$ cat src/rtl/accel_motion_detector.sv
// Boxcar-averages X/Y/Z accelerometer samples taken every SAMPLE_DIV cycles, then
// reports the dominant tilt, a debounced shake pulse and a tone select derived from them.
module accel_motion_detector #(
  parameter int SAMPLE_DIV = 1048576,
  parameter int AVG_LOG2   = 2,
  parameter int TILT_THR   = 4096,
  parameter int SHAKE_THR  = 6000,
  parameter int SHAKE_HOLD = 4
) (
  input  logic               clk,
  input  logic               rst_n,
  input  logic               en_i,
  input  logic signed [15:0] x_i,
  input  logic signed [15:0] y_i,
  input  logic signed [15:0] z_i,
  output logic signed [15:0] x_avg_o,
  output logic signed [15:0] y_avg_o,
  output logic signed [15:0] z_avg_o,
  output logic               avg_valid_o,
  output logic [2:0]         tilt_dir_o,
  output logic               shake_pulse_o,
  output logic [3:0]         tone_sel_o
);

  localparam int DEPTH = 1 << AVG_LOG2;
  localparam int SW    = 16 + AVG_LOG2;
  localparam int CW    = (SAMPLE_DIV > 1) ? $clog2(SAMPLE_DIV) : 1;
  localparam int LW    = (SHAKE_HOLD > 0) ? $clog2(SHAKE_HOLD + 1) : 1;

  localparam logic [2:0] S_IDLE    = 3'd0;
  localparam logic [2:0] S_CAPTURE = 3'd1;
  localparam logic [2:0] S_ACCUM   = 3'd2;
  localparam logic [2:0] S_OUTPUT  = 3'd3;
  localparam logic [2:0] S_DETECT  = 3'd4;

  logic [CW-1:0]        cnt_q, cnt_d;
  logic                 tick;
  logic [2:0]           state_q, state_d;

  logic signed [15:0]   smp_q  [3];
  logic signed [15:0]   ring_q [3][DEPTH];
  logic signed [SW-1:0] sum_q  [3];
  logic signed [SW-1:0] sum_d  [3];
  logic signed [15:0]   avg_d  [3];
  logic signed [15:0]   avg_q  [3];
  logic signed [15:0]   prev_q [3];
  logic [AVG_LOG2-1:0]  ptr_q;
  logic [AVG_LOG2:0]    fill_q, fill_d;
  logic                 prev_valid_q;
  logic [LW-1:0]        lock_q;

  logic                 avg_valid_q;
  logic [2:0]           tilt_q;
  logic                 shake_q;
  logic [3:0]           tone_q;

  logic [16:0]          abs_a [3];
  logic [16:0]          dif_a [3];
  logic [18:0]          shake_mag;
  logic [16:0]          dom_abs;
  logic [2:0]           dom_code;
  logic [2:0]           tilt_d;
  logic                 shake_hit;

  function automatic logic [16:0] abs17(input logic signed [15:0] v);
    logic signed [16:0] e;
    e = {v[15], v};
    return e[16] ? -e : e;
  endfunction

  function automatic logic [16:0] absdiff17(input logic signed [15:0] a,
                                            input logic signed [15:0] b);
    logic signed [16:0] dd;
    dd = {a[15], a} - {b[15], b};
    return dd[16] ? -dd : dd;
  endfunction

  assign tick = en_i && (cnt_q == CW'(SAMPLE_DIV - 1));

  always_comb begin
    cnt_d = cnt_q + 1'b1;
    if (!en_i || tick) cnt_d = '0;
  end

  always_comb begin
    state_d = state_q;
    case (state_q)
      S_IDLE:    if (tick) state_d = S_CAPTURE;
      S_CAPTURE: state_d = S_ACCUM;
      S_ACCUM:   state_d = S_OUTPUT;
      S_OUTPUT:  state_d = (fill_q == (AVG_LOG2 + 1)'(DEPTH)) ? S_DETECT : S_IDLE;
      S_DETECT:  state_d = S_IDLE;
      default:   state_d = S_IDLE;
    endcase
  end

  // Running sum: add the newest sample and drop the one it overwrites in the ring.
  always_comb begin
    for (int a = 0; a < 3; a++) begin
      sum_d[a] = sum_q[a] + $signed({{AVG_LOG2{smp_q[a][15]}}, smp_q[a]})
                          - $signed({{AVG_LOG2{ring_q[a][ptr_q][15]}}, ring_q[a][ptr_q]});
      avg_d[a] = 16'(sum_d[a] >>> AVG_LOG2);
    end
    fill_d = (fill_q == (AVG_LOG2 + 1)'(DEPTH)) ? fill_q : fill_q + 1'b1;
  end

  always_comb begin
    for (int a = 0; a < 3; a++) begin
      abs_a[a] = abs17(avg_q[a]);
      dif_a[a] = absdiff17(avg_q[a], prev_q[a]);
    end
    shake_mag = {2'b00, dif_a[0]} + {2'b00, dif_a[1]} + {2'b00, dif_a[2]};

    // Ties favour X over Y over Z.
    if (abs_a[0] >= abs_a[1] && abs_a[0] >= abs_a[2]) begin
      dom_abs  = abs_a[0];
      dom_code = avg_q[0][15] ? 3'd2 : 3'd1;
    end else if (abs_a[1] >= abs_a[2]) begin
      dom_abs  = abs_a[1];
      dom_code = avg_q[1][15] ? 3'd4 : 3'd3;
    end else begin
      dom_abs  = abs_a[2];
      dom_code = avg_q[2][15] ? 3'd6 : 3'd5;
    end
    tilt_d    = (dom_abs < 17'(TILT_THR)) ? 3'd0 : dom_code;
    shake_hit = prev_valid_q && (shake_mag >= 19'(SHAKE_THR)) && (lock_q == '0);
  end

  always_ff @(posedge clk or negedge rst_n) begin
    if (!rst_n) begin
      cnt_q        <= '0;
      state_q      <= S_IDLE;
      ptr_q        <= '0;
      fill_q       <= '0;
      prev_valid_q <= 1'b0;
      lock_q       <= '0;
      avg_valid_q  <= 1'b0;
      tilt_q       <= '0;
      shake_q      <= 1'b0;
      tone_q       <= '0;
      for (int a = 0; a < 3; a++) begin
        smp_q[a]  <= '0;
        sum_q[a]  <= '0;
        avg_q[a]  <= '0;
        prev_q[a] <= '0;
        for (int i = 0; i < DEPTH; i++) ring_q[a][i] <= '0;
      end
    end else begin
      cnt_q       <= cnt_d;
      state_q     <= state_d;
      avg_valid_q <= 1'b0;
      shake_q     <= 1'b0;
      case (state_q)
        S_CAPTURE: begin
          smp_q[0] <= x_i;
          smp_q[1] <= y_i;
          smp_q[2] <= z_i;
        end
        S_ACCUM: begin
          for (int a = 0; a < 3; a++) begin
            sum_q[a]         <= sum_d[a];
            ring_q[a][ptr_q] <= smp_q[a];
          end
          ptr_q  <= ptr_q + 1'b1;
          fill_q <= fill_d;
          // Averages land as the FSM enters OUTPUT, so avg_valid is high in that state.
          if (fill_d == (AVG_LOG2 + 1)'(DEPTH)) begin
            for (int a = 0; a < 3; a++) avg_q[a] <= avg_d[a];
            avg_valid_q <= 1'b1;
          end
        end
        S_DETECT: begin
          tilt_q  <= tilt_d;
          shake_q <= shake_hit;
          tone_q  <= shake_hit ? 4'hF : {1'b0, tilt_d};
          if (shake_hit)           lock_q <= LW'(SHAKE_HOLD);
          else if (lock_q != '0)   lock_q <= lock_q - 1'b1;
          for (int a = 0; a < 3; a++) prev_q[a] <= avg_q[a];
          prev_valid_q <= 1'b1;
        end
        default: ;
      endcase
    end
  end

  assign x_avg_o       = avg_q[0];
  assign y_avg_o       = avg_q[1];
  assign z_avg_o       = avg_q[2];
  assign avg_valid_o   = avg_valid_q;
  assign tilt_dir_o    = tilt_q;
  assign shake_pulse_o = shake_q;
  assign tone_sel_o    = tone_q;

endmodule
$ cat config.mk
export PLATFORM = sky130hd
export DESIGN_NAME = accel_motion_detector
export DESIGN_NICKNAME = d
export VERILOG_FILES = /design/src/rtl/accel_motion_detector.sv
export SDC_FILE = /design/constraint.sdc
export NUM_CORES = 1
export LEC_CHECK = 0
export ABC_AREA = 1
export ABC_CLOCK_PERIOD_IN_PS = 9250
export CAP_MARGIN = 20
export CORE_MARGIN = 4
export CORE_UTILIZATION = 35
export CTS_BUF_LIST = sky130_fd_sc_hd__clkbuf_16
export DETAILED_ROUTE_END_ITERATION = 10
export PLACE_DENSITY = 0.62
export RECOVER_POWER = 50
export SLEW_MARGIN = 20
export SYNTH_ARGS = -nofsm -noshare
export SYNTH_HDL_FRONTEND = slang
export SYNTH_SLANG_ARGS = --single-unit
export TNS_END_PERCENT = 1
$ cat constraint.sdc
create_clock -name clk -period 9.25 [get_ports clk]
set_input_delay 2.3125 -clock clk [delete_from_list [all_inputs] [get_ports clk]]
set_output_delay 2.3125 -clock clk [all_outputs]
set_load 0.05 [all_outputs]
==> metrics.cfg <==
[outcome]
status = finished with violations
violations = capacitance limit, slew limit

[global_routing]
grt_use_total_pct = 17.9
grt_max_degree = 181
grt_pass1_vias = 23600
grt_pass1_wl_um = 127000
overflow = 0
antenna_found_initial = 0

[clock_network]
cts_tree = built
cts_buffers = 47
cts_sinks = 431
clkTransAtPathRegs_ns = 0.06
max-clock-path-buffers = 3
post_cts_resized = 0
htreeDepth = 2
ctsHoldBuffers = 0
clkLatencyLatePin_ns = 0.60
cts-root-buf = clkbuf_16
cts_setup_buffers = 0

[yosys]
synth_most_common_cell = nand2_1
synthFlopType = dfrtp_1
synthArstFlopShare_pct = 100
synthDistinctLibCells = 57
yosysWarningCount = 0
netlist_instances = 3831
synthXorXnorAreaFrac_pct = 4.23
synth_top_family_by_area = simple AND/OR/NAND/NOR gates
synth_edf_count = 0
synth_mux_area_share_pct = 0
synth_common_cells = nand2_1, inv_1, o21ai_0
ys_seq_area_share_pct = 37.3
synth_area_um2 = 28900
synth_adder_area_share_pct = 13.1
synth_top_cell_by_area = dfrtp_1
synth-simple-area-share_pct = 22.1
synth_top_area_share_pct = 37.3
yosys-top-cells-area = dfrtp_1, nand2_1, o21ai_0
synth_compound_area_share_pct = 14.5
syn_area_per_cell_um2 = 7.55
synth-seq-cells = 431

[floorplan]
die_w_um = 296
design.die.area_um2 = 87300
die_h_um = 296
fp-row-count = 105
core_area_um2 = 82000
start_util_pct = 35.3
io_pins = 108

[timing]
setup_viol = 0
min_period_over_period_pct = 71.0
finClkSkew_ns = 0.0306
rsz0062_at_grt = false
worst_pin_slew_ns = 4.10
timing.fmax_mhz = 152
hold_viol_final = 0
slew_viol_final = 375
setup_tns_ns = 0
fin_crit_ns = 6.57
maxSlewHeadroom_pct = -173

[finish]
drive_gt1_share_pct = 3.11
nets = 4200
areaGrowthSynthToFinish_pct = 12.4
diodes = 0
utilization_pct = 39.7
fin_cells = 4996

[hold_path]
min_path_type = reg2reg

[routing]
routed-via-count = 24600
remaining_drc_errors = 0
route.met3.wl_um = 3260
wl_met1_um = 37400
dr.max_layer_used = met4
drtAntennaViolNets = 0
wirelength_um = 77800
drt-vias-per-instance = 4.93
wl_met2_um = 35300
dr.pass1.iters = 5
drt_iter0_drc = 1878
avgRoutedWirePerCell_um = 15.6

[placement]
io_buffer_count = 107
place.gp.congestion = 0.905
hpwlAfterDp_um = 57100
dp.cells = 4910

[power]
irDropWorstVdd_uv = 132
p_leak_nw = 16.2
p_per_area_nw_per_um2 = 146
p_total_mw = 4.75

[critical_path]
arrival_ns = 7.00
end_kind = flip-flop
crit_path_start_kind = flip-flop
critPathKind = reg2reg
crit_required_ns = 9.68
crit_fanout = 96

[run]
maxCapViolCount = 7

==> layout by cell type, fill, tap and decap left out, drive strengths merged, types with 2 or more instances in the layout <==
master         synthesis  layout
nand2                889     889
inv                  545     557
o21ai                506     506
dfrtp                431     431
nor2                 323     323
nand3                188     188
ha                   187     187
a21oi                185     185
xor2                  93      93
fa                    72      72
clkdlybuf4s50          0      57
clkbuf                99      54
nand4                 51      51
dlygate4sd3            0      49
o22ai                 45      45
xnor2                 45      45
nor3                  35      35
clkinv                 4      24
nand3b                19      19
buf                   25      18
a21o                  10      10
o31ai                 10      10
or2                   10      10
a31oi                  7       7
o21a                   7       7
nor3b                  7       7
conb                   2       6
nor4                   6       6
o21bai                 5       5
a21boi                 5       5
and2                   4       4
a32oi                  3       3
o211ai                 3       3
clkinvlp               0       3
nand2b                 2       2
bufinv                 0       2
==> layout make-up <==
| type | count | area [um2] |
|---|---|---|
| timing repair buffer | 130 | 1260 |
| sequential | 431 | 10800 |
| fill | 8471 | 49500 |
| clock buffer | 48 | 1200 |
| clock inverter | 37 | 236 |
| multi-input combinational | 2731 | 15600 |
| inverter | 549 | 2060 |
| tap | 1070 | 1340 |
==> flip-flops by register name, summed over array words and instances, names as in the netlist, 2 cells and up <==
name        flops
lock_q          3
z_avg_o        16
cnt_q          20
state_q         3
tilt_dir_o      3
ring_q        192
y_avg_o        16
smp_q          48
x_avg_o        16
sum_q          54
tone_sel_o      4
fill_q          3
ptr_q           2
prev_q         48
==> metrics by stage <==
step | hold WS [ns] | area, um2 | worst slack, ns
2_1_floorplan | 0.433 | 28900 | 4.35
3_3_place_gp | 0.452 | 31100 | 3.97
3_5_place_dp | 0.453 | 31100 | 3.88
4_1_cts | 0.464 | 32500 | 3.88
5_1_grt | 0.495 | 32500 | 1.95
6_report | 0.468 | 32500 | 2.68
==> logic make-up after synthesis <==
| group | after synthesis |
|---|---|
| compound gates | 793 |
| xor+xnor | 138 |
| fa+ha+maj | 259 |
| buf+inv | 673 |
| flops | 431 |
| other cells | 2 |
| simple gates | 1535 |
==> path summary, 6_finish.rpt <==
| kind | startpoint | end | slack (ns) | depth (start not counted) |
|---|---|---|---|---|
| setup reg to reg | state_q[0] | ring_q[4] | 2.68 | 5 |
| min in group asynchronous | rst_n | smp_q[4] | 1.72 | 1 |
| setup / recovery | state_q[0] | ring_q[4] | 2.68 | 5 |
| hold reg to reg | state_q[2] | state_q[0] | 0.47 | 1 |
| hold / removal | state_q[2] | state_q[0] | 0.47 | 1 |
| max in group asynchronous | rst_n | avg_valid_o | 3.55 | 2 |
==> worst max-delay path: stages (launching register included) <==
cell and delay, ns:
dfrtp_1 0.47, nor3_1 1.99, clkbuf_1 1.53, nand2_2 0.02, clkbuf_1 1.54, o21ai_0 0.77
==> power breakdown <==
part	total (mW)	internal (mW)	switching, mW
sequential	1.98	1.95	0.0289
clock	1.80	0.995	0.806
combinational	0.965	0.344	0.621
==> per-layer routing <==
layer  track usage [%]  vias to the layer above
met1              25.1                    11600
met2              29.2                      436
met4              4.94                        0
li1                  -                    12500
met3              2.32                       98
met5                 0                        -
No activity file was read; power rests on OpenSTA's default activity.
